$ cat src/rtl/handshake_arbiter.sv
// Round-robin arbiter that shares one four-phase strobe/ack channel among N_REQ requesters.
// A grant latches the winner's payload; each transaction ends in one done or one timeout err pulse.
module handshake_arbiter #(
    parameter int N_REQ   = 4,
    parameter int DATA_W  = 32,
    parameter int TIMEOUT = 1023,
    parameter int TO_W    = 10,
    localparam int OWN_W  = (N_REQ > 1) ? $clog2(N_REQ) : 1
) (
    input  logic                    clk,
    input  logic                    rstn,
    input  logic [N_REQ-1:0]        req,
    input  logic [N_REQ*DATA_W-1:0] data_i,
    output logic [N_REQ-1:0]        done,
    output logic [N_REQ-1:0]        err,
    output logic                    stb,
    output logic [DATA_W-1:0]       data_o,
    output logic [OWN_W-1:0]        owner,
    input  logic                    ack,
    output logic                    busy
);

    typedef enum logic [1:0] {
        IDLE    = 2'd0,
        REQ     = 2'd1,
        RELEASE = 2'd2,
        DRAIN   = 2'd3
    } state_t;

    localparam logic [TO_W-1:0] TO_LAST = (TIMEOUT == 0) ? {TO_W{1'b0}} : TO_W'(TIMEOUT - 1);
    localparam logic [TO_W-1:0] TO_MAX  = {TO_W{1'b1}};

    state_t              state_r;
    state_t              state_s;
    logic [OWN_W-1:0]    ptr_r;
    logic [OWN_W-1:0]    ptr_s;
    logic [TO_W-1:0]     cnt_r;
    logic [TO_W-1:0]     cnt_s;
    logic [N_REQ-1:0]    elig_s;
    logic                found_s;
    logic [OWN_W-1:0]    win_s;
    logic [OWN_W-1:0]    cand_s;
    logic [DATA_W-1:0]   pay_s;
    logic                stb_s;
    logic [DATA_W-1:0]   data_s;
    logic [OWN_W-1:0]    owner_s;
    logic [N_REQ-1:0]    done_s;
    logic [N_REQ-1:0]    err_s;
    logic                busy_s;

    function automatic logic [OWN_W-1:0] next_idx(input logic [OWN_W-1:0] idx);
        logic [OWN_W-1:0] nxt;
        if (idx == OWN_W'(N_REQ - 1)) begin
            nxt = OWN_W'(0);
        end else begin
            nxt = idx + OWN_W'(1);
        end
        return nxt;
    endfunction

    function automatic logic [N_REQ-1:0] onehot(input logic [OWN_W-1:0] idx);
        logic [N_REQ-1:0] vec;
        vec = {N_REQ{1'b0}};
        for (int k = 0; k < N_REQ; k++) begin
            if (idx == OWN_W'(k)) begin
                vec[k] = 1'b1;
            end else begin
                vec[k] = 1'b0;
            end
        end
        return vec;
    endfunction

    // Round-robin winner search starting at the pointer; the completing requester is masked.
    always_comb begin
        elig_s  = req & ~(done | err);
        found_s = 1'b0;
        win_s   = ptr_r;
        cand_s  = ptr_r;
        for (int i = 0; i < N_REQ; i++) begin
            if (!found_s && elig_s[cand_s]) begin
                found_s = 1'b1;
                win_s   = cand_s;
            end else begin
                found_s = found_s;
            end
            cand_s = next_idx(cand_s);
        end
    end

    // Payload multiplexer selecting the winner's slice of data_i.
    always_comb begin
        pay_s = {DATA_W{1'b0}};
        for (int k = 0; k < N_REQ; k++) begin
            if (win_s == OWN_W'(k)) begin
                pay_s = data_i[k*DATA_W +: DATA_W];
            end else begin
                pay_s = pay_s;
            end
        end
    end

    // Four-phase sequencing: next state and next values of every registered output.
    always_comb begin
        state_s = state_r;
        ptr_s   = ptr_r;
        cnt_s   = cnt_r;
        stb_s   = stb;
        data_s  = data_o;
        owner_s = owner;
        done_s  = {N_REQ{1'b0}};
        err_s   = {N_REQ{1'b0}};
        case (state_r)
            IDLE: begin
                // A stale acknowledge still high blocks any new grant.
                if (found_s && !ack) begin
                    state_s = REQ;
                    stb_s   = 1'b1;
                    owner_s = win_s;
                    data_s  = pay_s;
                    cnt_s   = {TO_W{1'b0}};
                end else begin
                    state_s = IDLE;
                end
            end
            REQ: begin
                if (ack) begin
                    state_s = RELEASE;
                    stb_s   = 1'b0;
                end else if ((TIMEOUT != 0) && (cnt_r == TO_LAST)) begin
                    state_s = DRAIN;
                    stb_s   = 1'b0;
                    err_s   = onehot(owner);
                end else if (cnt_r != TO_MAX) begin
                    cnt_s = cnt_r + TO_W'(1);
                end else begin
                    cnt_s = cnt_r;
                end
            end
            RELEASE: begin
                if (!ack) begin
                    state_s = IDLE;
                    done_s  = onehot(owner);
                    ptr_s   = next_idx(owner);
                end else begin
                    state_s = RELEASE;
                end
            end
            DRAIN: begin
                if (!ack) begin
                    state_s = IDLE;
                    ptr_s   = next_idx(owner);
                end else begin
                    state_s = DRAIN;
                end
            end
            default: begin
                state_s = IDLE;
                stb_s   = 1'b0;
            end
        endcase
        busy_s = (state_s != IDLE);
    end

    // State, pointer, counter and output registers.
    always_ff @(posedge clk or negedge rstn) begin
        if (!rstn) begin
            state_r <= IDLE;
            ptr_r   <= OWN_W'(0);
            cnt_r   <= {TO_W{1'b0}};
            stb     <= 1'b0;
            data_o  <= {DATA_W{1'b0}};
            owner   <= OWN_W'(0);
            done    <= {N_REQ{1'b0}};
            err     <= {N_REQ{1'b0}};
            busy    <= 1'b0;
        end else begin
            state_r <= state_s;
            ptr_r   <= ptr_s;
            cnt_r   <= cnt_s;
            stb     <= stb_s;
            data_o  <= data_s;
            owner   <= owner_s;
            done    <= done_s;
            err     <= err_s;
            busy    <= busy_s;
        end
    end

endmodule

$ cat config.mk
export PLATFORM = sky130hd
export DESIGN_NAME = handshake_arbiter
export DESIGN_NICKNAME = d
export VERILOG_FILES = /design/src/rtl/handshake_arbiter.sv
export SDC_FILE = /design/constraint.sdc
export NUM_CORES = 1
export LEC_CHECK = 0
export ABC_AREA = 1
export ABC_CLOCK_PERIOD_IN_PS = 2600
export CORE_ASPECT_RATIO = 0.5
export CORE_MARGIN = 2
export CORE_UTILIZATION = 33
export CTS_BUF_LIST = sky130_fd_sc_hd__clkbuf_4 sky130_fd_sc_hd__clkbuf_8 sky130_fd_sc_hd__clkbuf_16
export CTS_CLUSTER_DIAMETER = 100
export DETAILED_ROUTE_END_ITERATION = 16
export DONT_BUFFER_PORTS = 1
export PLACE_DENSITY_LB_ADDON = 0.2
export SYNTH_ARGS = -nofsm -noshare
export SYNTH_HDL_FRONTEND = slang
export SYNTH_SLANG_ARGS = --single-unit
$ cat constraint.sdc
create_clock -name clk -period 2.6 [get_ports clk]
set_clock_uncertainty 0.15 [all_clocks]
set_input_delay 0.52 -clock clk [delete_from_list [all_inputs] [get_ports clk]]
set_output_delay 0.52 -clock clk [all_outputs]
set_load 0.03 [all_outputs]
==> metrics.txt <==
# TYPE chip_impl_metric gauge
chip_impl_info{name="ys_top_cells_by_area",value="dfrtp_1 (37%), nand2_1 (21%), nand3_1 (10%)"} 1
chip_impl_metric{name="first_global_vias",unit=""} 3781
chip_impl_info{name="commonest_cells_post_synth",value="nand2_1 (222), nand3_1 (79), inv_1 (76)"} 1
chip_impl_metric{name="flow.area_growth_from_synthesis",unit="%"} 31.45
chip_impl_metric{name="worst_pin_slew",unit="ps"} 491.3
chip_impl_metric{name="n_antenna_cell",unit=""} 0
chip_impl_metric{name="cp_max_fo",unit=""} 12
chip_impl_metric{name="final.period_utilization",unit="%"} 97.69
chip_impl_metric{name="timing.final.max_slew_violations",unit=""} 0
chip_impl_metric{name="overflow",unit=""} 0
chip_impl_info{name="timing.critical_path.slowest_stage_cell",value="dfrtp_1"} 1
chip_impl_metric{name="max-clock-path-buffers",unit=""} 2
chip_impl_metric{name="global_route_wire_length_before_repair",unit="mm"} 18.05
chip_impl_info{name="cell_with_the_most_instances_after_synthesis",value="nand2_1"} 1
chip_impl_metric{name="ff2ff_setup_slack",unit="ps"} 60
chip_impl_metric{name="numPortBuffers",unit=""} 0
chip_impl_info{name="grt_setup_unrepaired",value="yes"} 1
chip_impl_info{name="critPathCaptureType",value="flip-flop"} 1
chip_impl_metric{name="final_hold_viol_count",unit=""} 0
chip_impl_info{name="yosys.area.top_type",value="dfrtp_1"} 1
chip_impl_info{name="hp-start",value="ack"} 1
chip_impl_metric{name="initial_core_utilization",unit="%"} 33.49
chip_impl_info{name="critPathKind",value="reg -> reg"} 1
chip_impl_metric{name="synth_top_cell_area_share",unit="%"} 37.04
chip_impl_metric{name="total_non_filler_cell_area_in_the_finished_layout",unit="sq mm"} 0.005151
chip_impl_metric{name="clk-insertion-delay-late",unit="ps"} 320
chip_impl_metric{name="dpl.hpwl",unit="mm"} 8.349
chip_impl_metric{name="clock-sinks",unit=""} 58
chip_impl_metric{name="area_of_the_die",unit="sq mm"} 0.01282
chip_impl_info{name="worstHoldPathType",value="in -> reg"} 1
chip_impl_info{name="worstHoldEndpoint",value="err[2]"} 1
chip_impl_metric{name="max_stage_delay",unit="ps"} 410
chip_impl_metric{name="synth-edff-count",unit=""} 0
chip_impl_metric{name="std_cell_rows",unit=""} 28
chip_impl_metric{name="synth.avg_cell_area",unit="sq um"} 6.542
chip_impl_metric{name="yosys.cell_types.count",unit=""} 30
chip_impl_info{name="critical_path.reg2reg.startpoint",value="ptr_r[0]"} 1
chip_impl_metric{name="postSynthCellCount",unit=""} 599
chip_impl_metric{name="postPlaceCellArea",unit="sq mm"} 0.004329
chip_impl_metric{name="synth.cell_area",unit="sq mm"} 0.003919
chip_impl_metric{name="die_h",unit="um"} 81.06
chip_impl_metric{name="max_freq",unit="MHz"} 393.7
chip_impl_metric{name="tritoncts.num_buffers",unit=""} 9
chip_impl_metric{name="vias",unit=""} 3894
chip_impl_metric{name="worst-endpoint-arrival",unit="ps"} 2650
chip_impl_metric{name="fin_util",unit="%"} 44.02
chip_impl_metric{name="global_route.usage.total",unit="%"} 18.10
chip_impl_info{name="ctsRootBufferMaster",value="clkbuf_16"} 1
chip_impl_metric{name="cts.htree.levels",unit=""} 3
chip_impl_info{name="critical_path.cell_chain",value="ha_4 > nor2_4 > nand2_1 > nand2_2 > nand2_1 > nand2_4 > inv_4 > nor2_2 > nand2_1 > nand3_1 > nand2_4 > nor2_4 > clkbuf_16 > nand2_1 > nand3_2 > nand2_1 > nand2_1"} 1
chip_impl_info{name="cp_common_cell",value="nand2_1"} 1
chip_impl_metric{name="synth-seq-area-share",unit="%"} 37.04
chip_impl_metric{name="design.final.nets",unit=""} 769
chip_impl_info{name="tritoncts",value="yes"} 1
chip_impl_metric{name="post-route-min-period",unit="ps"} 2540
chip_impl_metric{name="async_flop_share",unit="%"} 100.0
chip_impl_metric{name="synth_seq_cells",unit=""} 58
chip_impl_metric{name="wl_per_cell",unit="um"} 14.99
chip_impl_metric{name="core_area",unit="sq mm"} 0.01170
chip_impl_metric{name="largest_net_degree_at_the_start_of_global_routing",unit=""} 59
chip_impl_metric{name="clk_pin_slew",unit="ps"} 50
chip_impl_metric{name="route.antenna.remaining_nets",unit=""} 0
chip_impl_metric{name="maxCapViolations",unit=""} 0
chip_impl_metric{name="grt_antenna_before_repair",unit=""} 0
chip_impl_metric{name="gpl.final_weighted_congestion",unit=""} 0.8278
chip_impl_metric{name="setup_tns",unit="ps"} 0
chip_impl_metric{name="first_pass_iteration_count_of_the_detailed_router",unit=""} 5
chip_impl_metric{name="min_path_cells",unit=""} 1
chip_impl_info{name="status",value="complete, no violations"} 1
chip_impl_metric{name="drt_iter0_markers",unit=""} 159
chip_impl_metric{name="routed_via_density",unit=""} 4.892
chip_impl_metric{name="finalSetupViolCount",unit=""} 0
chip_impl_metric{name="synth.yosys.warnings",unit=""} 0
chip_impl_info{name="worst_r2r_endpoint",value="data_o[2]"} 1
chip_impl_metric{name="detail_route.drc_violations",unit=""} 0
chip_impl_metric{name="die_width",unit="um"} 158.1
chip_impl_info{name="critPathLaunchType",value="flip-flop"} 1
chip_impl_metric{name="final_wl",unit="mm"} 11.94
chip_impl_metric{name="max-slew-margin-rel",unit="%"} 67.24
chip_impl_metric{name="fin_worst_hold_slack",unit="ps"} 117.5
chip_impl_metric{name="synth_fp_nets",unit=""} 741
chip_impl_metric{name="r2r.worst_path.cells",unit=""} 17
chip_impl_metric{name="num_io_pins",unit=""} 179
chip_impl_info{name="synth_top_flop_cell",value="dfrtp_1"} 1
chip_impl_metric{name="drive_above_1_share",unit="%"} 22.03
chip_impl_metric{name="worst-endpoint-required",unit="ps"} 2710
[cell usage in the layout (no fill, tap or decap), types with 2 or more instances in the layout]
| master | netlist | final |
|---|---|---|
| nand2_4 | 4 | 13 |
| o21ai_0 | 34 | 25 |
| inv_1 | 76 | 75 |
| o21ai_1 | 31 | 33 |
| inv_2 | 7 | 5 |
| nor2_2 | 3 | 5 |
| nand3_4 | 1 | 4 |
| buf_6 | 0 | 4 |
| nand2_8 | 0 | 3 |
| nor3_1 | 10 | 10 |
| ha_1 | 7 | 6 |
| a21oi_1 | 3 | 3 |
| o31ai_1 | 4 | 4 |
| nand2_2 | 2 | 21 |
| nand4_1 | 6 | 6 |
| inv_4 | 0 | 2 |
| dfrtp_1 | 58 | 58 |
| buf_4 | 4 | 21 |
| o21ai_2 | 0 | 7 |
| nand3_1 | 79 | 59 |
| nor2_1 | 18 | 14 |
| clkbuf_8 | 0 | 3 |
| nand3_2 | 1 | 18 |
| nor2_4 | 3 | 5 |
| clkbuf_16 | 0 | 11 |
| xor2_1 | 2 | 2 |
| buf_12 | 0 | 9 |
| nand2_1 | 222 | 191 |
[layer usage]
| layer | global-route usage (%) | up-vias | part of all wire [%] |
|---|---|---|---|
| met1 | 22.01 | 1814 | 45 |
| met2 | 31.17 | 103 | 48 |
| met4 | 6.036 | 0 | 2.0 |
| met5 | 0 | - | 0 |
| li1 | - | 1959 | - |
| met3 | 5.283 | 18 | 5.3 |
[repair_timing]
item	in CTS	in global routing
setup endpoints to repair	15	43
pin swaps	0	16
hold buffers	2	0
buffers inserted	0	5
gates resized for setup	2	103
hold endpoints to repair	58	0
gates cloned	0	3
[cells by family after synthesis]
logic type	count (synthesis)	synth area share [%]
and+or+nand+nor	351	39.14
AOI/OAI and AO/OA	75	10.06
DFF	58	37.04
buffers and inverters	105	10.86
xor gates and xnor gates	3	0.6706
adders and majority gates	7	2.235
[worst max-delay path by stage]
stage                     depth (start not counted)      from    endpoint
after detailed placement                         17  ptr_r[0]  data_o[15]
after global placement                           17  ptr_r[0]  data_o[15]
after floorplan                                  18  ptr_r[0]  data_o[10]
final                                            17  ptr_r[0]   data_o[2]
after global routing                             16  ptr_r[0]  data_o[16]
after CTS                                        20  ptr_r[0]  data_o[16]
[metrics by stage]
step                worst slack [ps]  cells
floorplan                      140.7    599
global placement               15.14    771
detailed placement            -56.60    771
CTS                            12.80    788
global route                  -119.8    796
finish                         60.13    796
[worst max-delay path, delay by kind of cell, from the launching register on]
kind | cells | cell delay (ps)
DFF | 1 | 410
adders and majority gates | 1 | 190
and+or+nand+nor | 14 | 1470
buffers and inverters | 2 | 270
[final cells by class]
class,instances,area (sq um)
clock buffer,13,274.0
clock inverter,2,35.03
fill,1248,6550
inverter,83,321.6
multi-input combinational,436,2387
sequential,58,1451
tap,165,206.4
timing repair buffer,39,475.5
[sequential cells by signal, summed over array words and instances (netlist names)]
register / count
cnt_r: 10
busy: 1
ptr_r: 2
done: 4
state_r: 2
stb: 1
owner: 2
err: 4
data_o: 32
Power is left out: the tool's default activity adds up to more than one toggle a clock period on the data nets, which glitch-free logic cannot reach.
